===== src/rtl/cdb_arbiter.sv =====
// cdb_arbiter: five-way round-robin arbiter with a registered CDB broadcast.
// Optional: define CDB_TAG_CHECK_EN to refuse requests carrying INVALID_TAG.
module cdb_arbiter #(
  parameter int TAG_W = 5,
  parameter int VAL_W = 32,
  parameter logic [TAG_W-1:0] INVALID_TAG = {TAG_W{1'b1}}
) (
  input  logic             clk,
  input  logic             rst,
  input  logic             in_request_add,
  input  logic             in_request_logic,
  input  logic             in_request_mul,
  input  logic             in_request_load,
  input  logic             in_request_store,
  input  logic [TAG_W-1:0] in_tag_add,
  input  logic [TAG_W-1:0] in_tag_logic,
  input  logic [TAG_W-1:0] in_tag_mul,
  input  logic [TAG_W-1:0] in_tag_load,
  input  logic [TAG_W-1:0] in_tag_store,
  input  logic [VAL_W-1:0] in_val_add,
  input  logic [VAL_W-1:0] in_val_logic,
  input  logic [VAL_W-1:0] in_val_mul,
  input  logic [VAL_W-1:0] in_val_load,
  input  logic [VAL_W-1:0] in_val_store,
  output logic             out_grant_add,
  output logic             out_grant_logic,
  output logic             out_grant_mul,
  output logic             out_grant_load,
  output logic             out_grant_store,
  output logic             out_broadcast,
  output logic [TAG_W-1:0] out_tag,
  output logic [VAL_W-1:0] out_val,
  output logic             out_tag_error
);

  localparam int N = 5;

  logic [N-1:0]     req;
  logic [TAG_W-1:0] tag [N];
  logic [VAL_W-1:0] val [N];

  logic [2:0]       ptr;
  logic [N-1:0]     last_grant;
  logic             bcast_q;
  logic [TAG_W-1:0] tag_q;
  logic [VAL_W-1:0] val_q;

  logic [N-1:0]     bad;
  logic [N-1:0]     elig;
  logic [2*N-1:0]   dbl;
  logic [N-1:0]     rot;
  logic [2:0]       off;
  logic [3:0]       sum;
  logic [2:0]       win_idx;
  logic             any;
  logic [N-1:0]     win;
  logic [TAG_W-1:0] tag_sel;
  logic [VAL_W-1:0] val_sel;

  assign req = {in_request_store, in_request_load,
                in_request_mul, in_request_logic,
                in_request_add};

  assign tag[0] = in_tag_add;
  assign tag[1] = in_tag_logic;
  assign tag[2] = in_tag_mul;
  assign tag[3] = in_tag_load;
  assign tag[4] = in_tag_store;

  assign val[0] = in_val_add;
  assign val[1] = in_val_logic;
  assign val[2] = in_val_mul;
  assign val[3] = in_val_load;
  assign val[4] = in_val_store;

`ifdef CDB_TAG_CHECK_EN
  always_comb begin
    bad = '0;
    for (int i = 0; i < N; i++)
      bad[i] = req[i] && (tag[i] == INVALID_TAG);
  end
`else
  assign bad = '0;
`endif

  // last_grant masks a producer whose request is still up on the edge
  // at which it first sees its own grant.
  assign elig = req & ~last_grant & ~bad;
  assign any  = |elig;

  // Rotate so bit 0 is the requester at ptr; lowest set bit wins.
  assign dbl = {elig, elig};
  assign rot = N'(dbl >> ptr);

  always_comb begin
    off = '0;
    for (int i = N - 1; i >= 0; i--)
      if (rot[i]) off = 3'(i);
  end

  assign sum     = 4'(ptr) + 4'(off);
  assign win_idx = (sum >= 4'd5) ? 3'(sum - 4'd5)
                                 : sum[2:0];
  assign win     = any ? (N'(1) << win_idx) : '0;

  always_comb begin
    tag_sel = INVALID_TAG;
    val_sel = '0;
    unique case (1'b1)
      win[0]: begin
        tag_sel = tag[0];
        val_sel = val[0];
      end
      win[1]: begin
        tag_sel = tag[1];
        val_sel = val[1];
      end
      win[2]: begin
        tag_sel = tag[2];
        val_sel = val[2];
      end
      win[3]: begin
        tag_sel = tag[3];
        val_sel = val[3];
      end
      win[4]: begin
        tag_sel = tag[4];
        val_sel = val[4];
      end
      default: ;
    endcase
  end

  always_ff @(posedge clk) begin
    if (rst) begin
      ptr        <= '0;
      last_grant <= '0;
      bcast_q    <= 1'b0;
      tag_q      <= INVALID_TAG;
      val_q      <= '0;
    end else begin
      last_grant <= win;
      bcast_q    <= any;
      tag_q      <= tag_sel;
      val_q      <= val_sel;
      if (any)
        ptr <= (win_idx == 3'd4) ? 3'd0
                                 : win_idx + 3'd1;
    end
  end

`ifdef CDB_TAG_CHECK_EN
  logic err_q;

  always_ff @(posedge clk) begin
    if (rst)
      err_q <= 1'b0;
    else if (|bad)
      err_q <= 1'b1;
  end

  assign out_tag_error = err_q;
`else
  assign out_tag_error = 1'b0;
`endif

  // Grant pulses and the mask are the same one-hot register.
  assign out_grant_add   = last_grant[0];
  assign out_grant_logic = last_grant[1];
  assign out_grant_mul   = last_grant[2];
  assign out_grant_load  = last_grant[3];
  assign out_grant_store = last_grant[4];

  assign out_broadcast = bcast_q;
  assign out_tag       = tag_q;
  assign out_val       = val_q;

endmodule


===== config.mk =====
export PLATFORM = sky130hd
export DESIGN_NAME = cdb_arbiter
export DESIGN_NICKNAME = d
export VERILOG_FILES = /design/src/rtl/cdb_arbiter.sv
export SDC_FILE = /design/constraint.sdc
export NUM_CORES = 1
export LEC_CHECK = 0
export ABC_AREA = 1
export ABC_CLOCK_PERIOD_IN_PS = 13800
export BUFFER_PORTS_ARGS = -buffer_cell sky130_fd_sc_hd__buf_2
export CORE_ASPECT_RATIO = 1.1
export CORE_MARGIN = 2
export CORE_UTILIZATION = 40
export DETAILED_ROUTE_END_ITERATION = 10
export PLACE_DENSITY = 0.77
export SLEW_MARGIN = 20
export SYNTH_ARGS = -nofsm -noshare
export SYNTH_HDL_FRONTEND = slang
export SYNTH_SLANG_ARGS = --single-unit

===== constraint.sdc =====
create_clock -name clk -period 13.8 [get_ports clk]
set_clock_uncertainty 0.1 [all_clocks]
set_input_delay 2.76 -clock clk [delete_from_list [all_inputs] [get_ports clk]]
set_output_delay 2.76 -clock clk [all_outputs]
set_load 0.01 [all_outputs]

# After elaboration in Yosys (flattened, before gate mapping)
# Cells that the tools add are included.
[word_totals] reg_bits=46 in_bits=192 output_inout_bits=44 elab_cells=25
[op_classes] add_sub_neg=3 order_cmp=1 eq_ne=1 shifts=2 mux=10 bitwise=2 reduce_logical=1
[ops] cell="case mux 32 bit (5 select lines)" count=1
[ops] cell="case mux 5 bit (5 select lines)" count=1
[ops] cell="two-way mux 3 bit" count=7
[ops] cell="right shift 10 x 3 -> 5 bit" count=1
[ops] cell="bitwise AND 5 bit" count=1
[ops] cell="two-way mux 5 bit" count=1
[ops] cell="NOT 5 bit" count=1
[ops] cell="OR reduction 5 bit" count=1
[ops] cell="left shift 1 x 3 -> 5 bit, first input constant" count=1
[ops] cell="adder 3 x 3 -> 4 bit" count=1
[ops] cell="greater-or-equal comparator 4 x 3 -> 1 bit, second input constant" count=1
[ops] cell="adder 3 x 1 -> 3 bit, second input constant" count=1
[ops] cell="== test 3 bit, second input constant" count=1
[ops] cell="subtractor 3 bit, second input constant" count=1

# Depth between registers and ports, before layout
[logic_depth] ltp_word=14 ltp_mapped=31 ltp_nobuf=29

# Least setup slack after synthesis
# OpenSTA, ideal clock, no wires.
[synth_timing] path_type="input to register" from="input in_request_mul" to="register val_q[16] (netlist: out_val[16])" setup_ns=0.128 arrival_ns=6.079 required_ns=13.572 path_slack_ns=7.494 stages=24 path_buffers=2 path_cell_list="nand2_1 o21ai_0 mux2i_1 o21ai_0 a21oi_1 ha_1 fa_1 inv_1 ha_1 nand2_1 nand3_2 nand2_2 xor2_1 inv_1 ha_1 ha_1 inv_1 nor2_2 buf_2 buf_2 nand2_1 nand2_1 nor2_1 nor2_1"
[synth_between] elab_chain_len=13 elab_cells_between_ends=15 classes_between="add/sub (2); order compare (1); shift (2); mux (8); bitwise (1); reduce/logical (1)"
[synth_lines] item="from (decl)" line_no="12" rtl="input logic in_request_mul,"
[synth_lines] item="bitwise AND 5 bit *" line_no="88" rtl="assign elig = req & ~last_grant & ~bad;"
[synth_lines] item="right shift 10 x 3 -> 5 bit" line_no="93" rtl="assign rot = N'(dbl >> ptr);"
[synth_lines] item="two-way mux 3 bit (5 in a row)" line_no="98" rtl="if (rot[i]) off = 3'(i);"
[synth_lines] item="adder 3 x 3 -> 4 bit" line_no="101" rtl="assign sum = 4'(ptr) + 4'(off);"
[synth_lines] item="greater-or-equal comparator 4 x 3 -> 1 bit / subtractor 3 bit (equally long branches)" line_no="102" rtl="assign win_idx = (sum >= 4'd5) ? 3'(sum - 4'd5)"
[synth_lines] item="two-way mux 3 bit" line_no="102"
[synth_lines] item="left shift 1 x 3 -> 5 bit" line_no="104" rtl="assign win = any ? (N'(1) << win_idx) : '0;"
[synth_lines] item="two-way mux 5 bit *" line_no="104"
[synth_lines] item="case mux 32 bit (5 select lines) *" line_no="109" rtl="unique case (1'b1)"
[synth_lines] item="to (signal assigned)" line_no="145" rtl="val_q <= val_sel;"
[synth_lines] item="to (decl)" line_no="46" rtl="logic [VAL_W-1:0] val_q;"
# Mark *: on every way between the ends. The rest lies on a longest branch, timed or not.
# A chain may end at the register's enable or synchronous reset.

# Final worst setup path
[layout_timing] from="input in_request_mul" to="register tag_q[1] (netlist: out_tag[1])"
[layout_between] elab_chain_len=13 elab_cells_between_ends=15 classes_between="add/sub (2); order compare (1); shift (2); mux (8); bitwise (1); reduce/logical (1)"
[layout_lines] item="bitwise AND 5 bit *" line_no="88"
[layout_lines] item="right shift 10 x 3 -> 5 bit" line_no="93"
[layout_lines] item="two-way mux 3 bit (5 in a row)" line_no="98"
[layout_lines] item="adder 3 x 3 -> 4 bit" line_no="101"
[layout_lines] item="greater-or-equal comparator 4 x 3 -> 1 bit / subtractor 3 bit (equally long branches)" line_no="102"
[layout_lines] item="two-way mux 3 bit" line_no="102"
[layout_lines] item="left shift 1 x 3 -> 5 bit" line_no="104"
[layout_lines] item="two-way mux 5 bit *" line_no="104"
[layout_lines] item="case mux 5 bit (5 select lines) *" line_no="109"
[layout_lines] item="to (signal assigned)" line_no="144" rtl="tag_q <= tag_sel;"
[layout_lines] item="to (decl)" line_no="45" rtl="logic [TAG_W-1:0] tag_q;"
# Marked as above.

==> impl_metrics.ini <==
[synth]
ys_seq_elements = 46
synth_area_per_cell_um2 = 6.21
async_flop_share_pct = 0
synth-seq-area-share_pct = 26.3
syn_nets = 766
synthFlopType = dfxtp_1
synth_cell_type_count = 29
synth_warnings = 0
synth-edff-count = 0
syn_inst = 563
syn_area_mm2 = 0.00350

[worst_setup_path]
rr_endpoint = out_tag[1]
cp-startpoint = in_request_mul
cp.required_ns = 13.89
regToRegStartpoint = ptr[0]
critical_path.max_fanout = 42
rr_worst_depth = 22
worstSetupStartpointType = input port
cp.arrival_ns = 7.13
endpoint = out_tag[1]
r2r_slack_ns = 8.83
path_class = in2reg
end_kind = flop

[sta]
setup_viol = 0
worst_slew_pin_slew_ns = 1.08
max_freq_mhz = 142
tns_ns = 0
finalCriticalPeriod_ns = 7.03
whs_ns = 0.560
report.final.slew_viol_count = 0
min_period_over_period_pct = 51.0
grt_setup_unrepaired = false
finalHoldViolations = 0
slew_headroom_pct = 28.0

[die]
fp.dieW_um = 93.2
start_util_pct = 41.4
rows = 35
coreArea_mm2 = 0.00845
num_io_pins = 236
die_h_um = 102
die_area_mm2 = 0.00951

[cells_and_area]
most-common-layout-cells = buf_2, nand3_1, nand2_1, nor2_1, dfxtp_1
drive_gt1_share_pct = 35.6
n_fill_cell = 826
layout_commonest_cell = buf_2
multi_input_area_mm2 = 0.00219
antenna-diode-count = 0
area_growth_pct = 34.0
seq_area_um2 = 921
nets = 971

[global_route]
top_usage_layer = met2
grt_use_met3_pct = 4.28
grt_use_met2_pct = 44.4
grt_pass1_vias = 4180
grt_overflow = 0
grt_start_max_net_pins = 114
grt_pass1_wl_mm = 18.8
antenna_found_initial = 0
grt_usage_pct = 24.4
grtUsageMet1_pct = 29.0

[drt]
routedWlPerCell_um = 13.8
dr.pass1.iters = 9
vias = 4551
initialDrtViolationCount = 172
wirelength_mm = 12.2
avgViaCountPerCell = 5.17
ant_nets = 0
drc = 0

[cts]
insertion_delay_ns = 0.29
postCtsHoldBufs = 0
cts.clk_slew.worst_paths_ns = 0.09
cts_setup_buffers = 0
clockBufferDepth = 2
cts_num_sinks = 46
htreeDepth = 2
ctsResizeCount = 0
cts_root_buffer = clkbuf_8
numCtsBuffers = 5
tritoncts = done

[job]
maxCapViolCount = 0

[placement]
place_hpwl_mm = 9.22
gp_congestion = 0.858
portBuffers = 234

[run_status]
status = finished clean

[worst_hold_path]
min_path_type = reg2reg
stage by stage:
stage	setup WS [ns]	cell area [um^2]	util, %	std cells
after floorplan	7.49	3500	-	563
after global placement	6.65	4570	54.0	871
after detailed placement	6.51	4570	54.0	871
after CTS	6.77	4660	55.1	879
after global routing	6.33	4690	55.5	880
final	6.77	4690	55.5	880
kinds of logic (layout without fill, tap and decap cells):
group / count (synthesis) / in the layout / share of synthesized area (%)
muxes: 1 / 1 / 0.286
AOI/OAI and AO/OA: 19 / 19 / 2.93
and+or+nand+nor: 413 / 413 / 54.7
other: 1 / 1 / 0.107
DFF: 46 / 46 / 26.3
buffers and inverters: 71 / 277 / 11.2
xor gates and xnor gates: 1 / 1 / 0.250
adders and majority gates: 11 / 11 / 4.15
routing by layer:
metal | vias to the layer above | share of wire [%]
met3 | 30 | 7.9
met4 | 0 | 2.9
met2 | 245 | 51
met5 | - | 0
met1 | 2018 | 38
li1 | 2258 | -
layout make-up:
| cell class | count | share of cell area, % |
|---|---|---|
| clock buffer | 7 | 1.84 |
| clock inverter | 1 | 0.107 |
| inverter | 30 | 2.40 |
| multi-input combinational | 446 | 46.8 |
| sequential | 46 | 19.6 |
| tap | 111 | 2.96 |
| timing repair buffer | 239 | 26.2 |
cell usage after synthesis, types with 3 or more instances:
| master | number | area, um^2 |
|---|---|---|
| nand2_2 | 5 | 31.3 |
| inv_1 | 24 | 90.1 |
| nand2_1 | 122 | 458 |
| buf_4 | 4 | 30.0 |
| dfxtp_1 | 46 | 921 |
| clkbuf_1 | 9 | 33.8 |
| nor2_1 | 79 | 297 |
| buf_2 | 17 | 85.1 |
| buf_6 | 9 | 101 |
| nand3_2 | 12 | 120 |
| a21oi_1 | 4 | 20.0 |
| o21ai_0 | 12 | 60.1 |
| ha_1 | 10 | 125 |
| nand3_1 | 187 | 936 |
| inv_2 | 5 | 18.8 |
| nor2_2 | 3 | 18.8 |
worst min-delay path by stage:
stage	from	endpoint	slack (ns)	depth (start not counted)
4_1_cts	ptr[0]	ptr[0]	0.57	2
6_report	ptr[0]	ptr[0]	0.56	2
3_5_place_dp	ptr[0]	ptr[0]	0.55	2
5_1_grt	ptr[1]	ptr[1]	0.65	2
2_1_floorplan	ptr[0]	ptr[0]	0.47	2
3_3_place_gp	ptr[0]	ptr[0]	0.52	2
flip-flops by register name, summed over array words and instances (netlist names):
register       count
last_grant         5
out_broadcast      1
out_tag            5
out_val           32
ptr                3
critical path, stage by stage:
cell and delay (ns):
buf_2 0.08, nand2_1 0.08, o21ai_0 0.29, mux2i_1 0.14
o21ai_0 0.22, a21oi_1 0.07, ha_1 0.22, fa_1 0.58
inv_1 0.08, ha_1 0.23, nand2_1 0.09, nand3_2 0.08
nand2_2 0.10, xor2_1 0.25, ha_1 0.19, inv_1 0.07
nor2_4 0.63, buf_4 0.53, nor2_1 0.08, nand3_1 0.09
nand2_1 0.06, inv_2 0.08, nand2_1 0.05
Power is left out: the tool's default activity adds up to more than one toggle a clock period on the data nets, which glitch-free logic cannot reach.
